### src/rtl/filt_pkg.sv
// filt_pkg: shared constants and the event record used by the filter scheduler.
// The event record carries a channel index wide enough for up to 256 channels;
// the scheduler keeps only the low bits it needs.
package filt_pkg;

    localparam int THR_DEFAULT = 3;
    localparam int FIFO_DEPTH  = 4;
    localparam int FIFO_AW     = $clog2(FIFO_DEPTH);
    localparam int FIFO_CW     = $clog2(FIFO_DEPTH + 1);
    localparam int EVT_CH_W    = 8;

    typedef struct packed {
        logic [EVT_CH_W-1:0] ch;
        logic                val;
    } evt_t;

endpackage

### src/rtl/filt_step.sv
// filt_step: one debounce step for a single channel. The scheduler feeds it the
// state of whichever channel the scan pointer selects, so a single instance
// serves every channel.
module filt_step #(
    parameter int CNT_W = 3
) (
    input  logic             i_din,
    input  logic             i_y,
    input  logic [CNT_W-1:0] i_cnt,
    input  logic [CNT_W-1:0] i_thrQ,
    input  logic             i_slotFree,
    output logic             o_nextY,
    output logic [CNT_W-1:0] o_nextCnt,
    output logic             o_push
);

    logic [CNT_W:0] w_inc;

    assign w_inc = {1'b0, i_cnt} + {{CNT_W{1'b0}}, 1'b1};

    // Agreeing sample clears the run; a disagreeing run either grows or, once it
    // reaches the threshold, flips the level provided the event can be queued.
    always_comb begin
        o_nextY   = i_y;
        o_nextCnt = i_cnt;
        o_push    = 1'b0;
        if (i_din == i_y) begin
            o_nextCnt = '0;
        end else if (w_inc < {1'b0, i_thrQ}) begin
            o_nextCnt = w_inc[CNT_W-1:0];
        end else if (i_slotFree) begin
            o_nextY   = ~i_y;
            o_nextCnt = '0;
            o_push    = 1'b1;
        end
    end

endmodule

### src/rtl/filt_sched.sv
// filt_sched: time-multiplexed debounce filter. A scan pointer visits one channel
// per enabled cycle; a channel's output flips after thr consecutive opposite
// samples and each flip is reported as an event {ch, val}.
// Optional feature: define FILT_SCHED_EVT_FIFO_EN to hold events in a 4-entry
// FIFO; otherwise a single event register is used.
module filt_sched
    import filt_pkg::*;
#(
    parameter  int NCH   = 8,
    parameter  int CNT_W = 3,
    localparam int CH_W  = (NCH > 1) ? $clog2(NCH) : 1
) (
    input  logic             clk,
    input  logic             rst,
    input  logic             en,
    input  logic [CNT_W-1:0] thr,
    input  logic [NCH-1:0]   din,
    output logic [NCH-1:0]   y,
    output logic             evt_valid,
    input  logic             evt_ready,
    output logic [CH_W-1:0]  evt_ch,
    output logic             evt_val
);

    localparam logic [CH_W-1:0] LAST_PTR = CH_W'(NCH - 1);

    logic [CH_W-1:0]  r_ptr;
    logic [NCH-1:0]   r_y;
    logic [CNT_W-1:0] r_cnt [NCH];
    logic [CNT_W-1:0] r_thrQ;

    logic             w_ptrValid;
    logic             w_visit;
    logic             w_wrap;
    logic             w_nextY;
    logic [CNT_W-1:0] w_nextCnt;
    logic             w_stepPush;
    logic             w_push;
    logic             w_pop;
    logic             w_slotFree;
    logic             w_headValid;
    evt_t             w_head;
    evt_t             w_newEvt;
    logic             w_unusedChBits;

    generate
        if ((1 << CH_W) != NCH) begin : g_ptrCheck
            assign w_ptrValid = (r_ptr <= LAST_PTR);
        end else begin : g_ptrPow2
            assign w_ptrValid = 1'b1;
        end
    endgenerate

    assign w_visit  = en && w_ptrValid;
    assign w_wrap   = w_visit && (r_ptr == LAST_PTR);
    assign w_push   = w_visit && w_stepPush;
    assign w_pop    = w_headValid && evt_ready;
    assign w_newEvt = '{ch: EVT_CH_W'(r_ptr), val: w_nextY};

    filt_step #(
        .CNT_W (CNT_W)
    ) u_step (
        .i_din      (din[r_ptr]),
        .i_y        (r_y[r_ptr]),
        .i_cnt      (r_cnt[r_ptr]),
        .i_thrQ     (r_thrQ),
        .i_slotFree (w_slotFree),
        .o_nextY    (w_nextY),
        .o_nextCnt  (w_nextCnt),
        .o_push     (w_stepPush)
    );

    // Scan pointer: advance and wrap while enabled, recover from unused codes.
    always_ff @(posedge clk or posedge rst) begin
        if (rst) begin
            r_ptr <= '0;
        end else if (!w_ptrValid) begin
            r_ptr <= '0;
        end else if (en) begin
            r_ptr <= (r_ptr == LAST_PTR) ? '0 : r_ptr + 1'b1;
        end
    end

    // Threshold is sampled only at scan wrap so one scan always uses one value.
    always_ff @(posedge clk or posedge rst) begin
        if (rst) begin
            r_thrQ <= CNT_W'(THR_DEFAULT);
        end else if (w_wrap) begin
            r_thrQ <= (thr == '0) ? CNT_W'(1) : thr;
        end
    end

    // Per-channel level and run counter, updated for the visited channel only.
    always_ff @(posedge clk or posedge rst) begin
        if (rst) begin
            r_y <= '0;
            for (int i = 0; i < NCH; i++) begin
                r_cnt[i] <= '0;
            end
        end else if (w_visit) begin
            r_y[r_ptr]   <= w_nextY;
            r_cnt[r_ptr] <= w_nextCnt;
        end
    end

`ifdef FILT_SCHED_EVT_FIFO_EN
    logic [FIFO_AW-1:0] r_rd;
    logic [FIFO_AW-1:0] r_wr;
    logic [FIFO_CW-1:0] r_count;
    evt_t               r_mem [FIFO_DEPTH];

    assign w_slotFree  = (r_count != FIFO_CW'(FIFO_DEPTH)) || w_pop;
    assign w_headValid = (r_count != '0);
    assign w_head      = r_mem[r_rd];

    // Event FIFO: oldest entry at the head, push and pop may coincide.
    always_ff @(posedge clk or posedge rst) begin
        if (rst) begin
            r_rd    <= '0;
            r_wr    <= '0;
            r_count <= '0;
            for (int i = 0; i < FIFO_DEPTH; i++) begin
                r_mem[i] <= '0;
            end
        end else begin
            if (w_push) begin
                r_mem[r_wr] <= w_newEvt;
                r_wr        <= (r_wr == FIFO_AW'(FIFO_DEPTH - 1)) ? '0 : r_wr + 1'b1;
            end
            if (w_pop) begin
                r_rd <= (r_rd == FIFO_AW'(FIFO_DEPTH - 1)) ? '0 : r_rd + 1'b1;
            end
            case ({w_push, w_pop})
                2'b10:   r_count <= r_count + 1'b1;
                2'b01:   r_count <= r_count - 1'b1;
                default: r_count <= r_count;
            endcase
        end
    end
`else
    evt_t r_evt;
    logic r_evtValid;

    assign w_slotFree  = !r_evtValid || evt_ready;
    assign w_headValid = r_evtValid;
    assign w_head      = r_evt;

    // Single event register: a new event may replace one leaving this cycle.
    always_ff @(posedge clk or posedge rst) begin
        if (rst) begin
            r_evt      <= '0;
            r_evtValid <= 1'b0;
        end else if (w_push) begin
            r_evt      <= w_newEvt;
            r_evtValid <= 1'b1;
        end else if (w_pop) begin
            r_evtValid <= 1'b0;
        end
    end
`endif

    assign w_unusedChBits = |w_head.ch;
    assign y              = r_y;
    assign evt_valid      = w_headValid;
    assign evt_ch         = w_head.ch[CH_W-1:0];
    assign evt_val        = w_head.val;

endmodule
### config.mk
export PLATFORM = sky130hd
export DESIGN_NAME = filt_sched
export DESIGN_NICKNAME = d
export VERILOG_FILES = /design/src/rtl/filt_pkg.sv /design/src/rtl/filt_step.sv /design/src/rtl/filt_sched.sv
export SDC_FILE = /design/constraint.sdc
export NUM_CORES = 1
export LEC_CHECK = 0
export ABC_AREA = 1
export CORE_ASPECT_RATIO = 0.7
export CORE_MARGIN = 5
export CORE_UTILIZATION = 41
export CTS_BUF_LIST = sky130_fd_sc_hd__clkbuf_4 sky130_fd_sc_hd__clkbuf_8
export CTS_CLUSTER_DIAMETER = 40
export DETAILED_ROUTE_END_ITERATION = 12
export GPL_ROUTABILITY_DRIVEN = 0
export PLACE_DENSITY = 0.71
export SLEW_MARGIN = 20
export SYNTH_ARGS = -nofsm -noshare
export SYNTH_HDL_FRONTEND = slang
export SYNTH_HIERARCHICAL = 1
export SYNTH_SLANG_ARGS = --single-unit
### constraint.sdc
create_clock -name clk -period 2.25 [get_ports clk]
set_clock_uncertainty 0.05 [all_clocks]
set_input_delay 0.3375 -clock clk [delete_from_list [all_inputs] [get_ports clk]]
set_output_delay 0.3375 -clock clk [all_outputs]
set_load 0.01 [all_outputs]
==> metrics.csv <==
metric,value,unit
status,"finished, violations left",
violations,negative setup slack,
worst_pin_slew,717,ps
wl_per_cell,13.4,µm
antenna_found_initial,0,
setup_tns,-2710,ps
fmax,423,MHz
required,2380,ps
clk_latency,290,ps
ys_seq_area_share,45.6,%
r2r.worst_path.cells,17,
hpwlAfterDp,4420,µm
crit_path_start_kind,flip-flop,
maxCapViolCount,0,
slew_headroom,52.0,%
yosys-top-cells-area,"dfrtp_1 (43%), nand2_1 (19%), inv_1 (11%)",
hold_viol_final,0,
cts_tree,done,
clockBufferDepth,2,
timing.final.ws_setup,-113,ps
h-tree-depth,2,
cts_sinks,43,
dieHeight,73.6,µm
ant_nets,0,
grt_pass1_vias,2138,
vias,2274,
diodes,0,
timing.hold.ws,311,ps
endpoint_kind,flip-flop,
wl_met1,3050,µm
fp.dieArea,0.00741,mm²
drtIter0Drc,164,
top_layer_used,met4,
hp-class,input port to async pin,
firstDrtPassIters,4,
ys_warn_count,6,
fillers,478,
synth_seq_cells,43,
worstSetupPathType,flip-flop to flip-flop,
gr-total-overflow,0,
wl_met2,2950,µm
final_cell_mix,"nand2_1 (100), inv_1 (63), dfrtp_1 (39)",
grt_max_degree,34,
ys_types,20,
path_clk_slew,80,ps
setup_violations,37,
cts-root-buf,clkbuf_8,
wl_met3,289,µm
syn_area_per_cell,7.04,µm²
rsz0062_at_grt,true,
final_common_cell,nand2_1,
ioPinCount,28,
yosysTopAreaCell,dfrtp_1,
drc,0,
period_minus_slack,2360,ps
drive_gt1_share,30.3,%
postCtsHoldBufs,0,
worst-path-max-fanout,8,
start_util,41.7,%
core_area,0.00567,mm²
fin_nets,415,
syn_inst,336,
port_buffers,27,
rows,23,
drv_slew,0,
drt_wl_total,6330,µm
crit_arrival,2500,ps
netlist_area,0.00237,mm²
area_growth,43.3,%
synth_top_area_share,43.4,%
post-route-period-util,105,%
grtUsageTotal,17.9,%
vias_per_cell,4.83,
cts_inserted_buffers,5,
dieWidth,101,µm
grt_pass1_wl,10400,µm
syn_nets,356,
-- worst paths after layout --
check	slack, ps	end	startpoint
worst max-delay path	-110	y[5]$_DFFE_PP0P_	r_ptr[1]$_DFFE_PP0P_
worst min register to register	420	r_thrQ[1]$_DFFE_PP1P_	r_thrQ[1]$_DFFE_PP1P_
worst min-delay path	310	evt_ch[1]$_DFFE_PP0P_	rst
max in group asynchronous	1280	r_cnt[5]$_DFFE_PP0P_	rst
min in group clk	420	r_thrQ[1]$_DFFE_PP1P_	r_thrQ[1]$_DFFE_PP1P_
worst max register to register	-110	y[5]$_DFFE_PP0P_	r_ptr[1]$_DFFE_PP0P_
-- metal layers --
metal | up-vias | global-route usage, %
met5 | - | 0
met4 | 0 | 4.48
met3 | 4 | 3.23
met2 | 45 | 27.9
met1 | 1083 | 25.7
li1 | 1142 | -
-- registers in the layout, summed over array words and instances, names as in the netlist --
signal,count
evt_val,1
y,8
evt_ch,3
r_ptr,3
r_thrQ,3
evt_valid,1
r_cnt,24
-- kinds of logic (layout without fill, tap and decap cells) --
group           count (synthesis)  count (layout)  share of synthesized area (%)
compound gates                 43              43                           9.15
flops                          43              43                           45.6
simple gates                  164             164                           29.0
buf+inv                        79             139                           12.9
fa+ha+maj                       5               5                           2.64
xor+xnor                        2               2                          0.740
-- critical path: stages, from the launching register on --
cell and delay [ps]:
dfrtp_2 470, buf_6 140, nor2_4 130, nand3_2 70, nand2_1 60, inv_1 50, nand2_2 90, ha_4 220
ha_4 260, nand2_2 50, nand2_4 90, nand2_8 80, nand2_4 90, nand2_4 60, nand2_2 90, nand2_4 70
inv_8 100, o21ai_2 60
-- Yosys cell counts, drive strengths merged --
cell type / number
nand2: 122
a21oi: 4
dfrtp: 41
inv: 74
o22ai: 1
dfstp: 2
buf: 4
xor2: 1
clkbuf: 1
ha: 5
o21ai: 38
nor2: 14
nand3: 27
xnor2: 1
or2: 1
-- metrics by stage --
step                      utilization, %  cell area (µm²)  cells  setup WS (ps)
after global placement              51.5             2920    453           -195
after detailed placement            51.5             2920    453           -275
final                               59.8             3390    471           -113
after CTS                           56.7             3210    470          -85.4
after floorplan                        -             2430    336           6.01
after global routing                59.8             3390    471           -253
-- what timing repair did --
action	4_1_cts	5_1_grt
setup endpoints to repair	37	37
setup buffers	9	1
gates resized for setup	73	45
pin swaps	35	10
-- layout make-up --
type | count | area (µm²) | area share (%)
flip-flops and latches | 43 | 1080 | 31.9
well taps | 75 | 93.8 | 2.77
clock buffers | 6 | 76.3 | 2.25
inverters | 74 | 298 | 8.79
multi-input cells | 214 | 1290 | 38.0
repair buffers | 57 | 539 | 15.9
clock inverters | 2 | 12.5 | 0.369
Power is not shown: default switching activity piles up to over one toggle a cycle in this logic, so the estimate is an artifact.
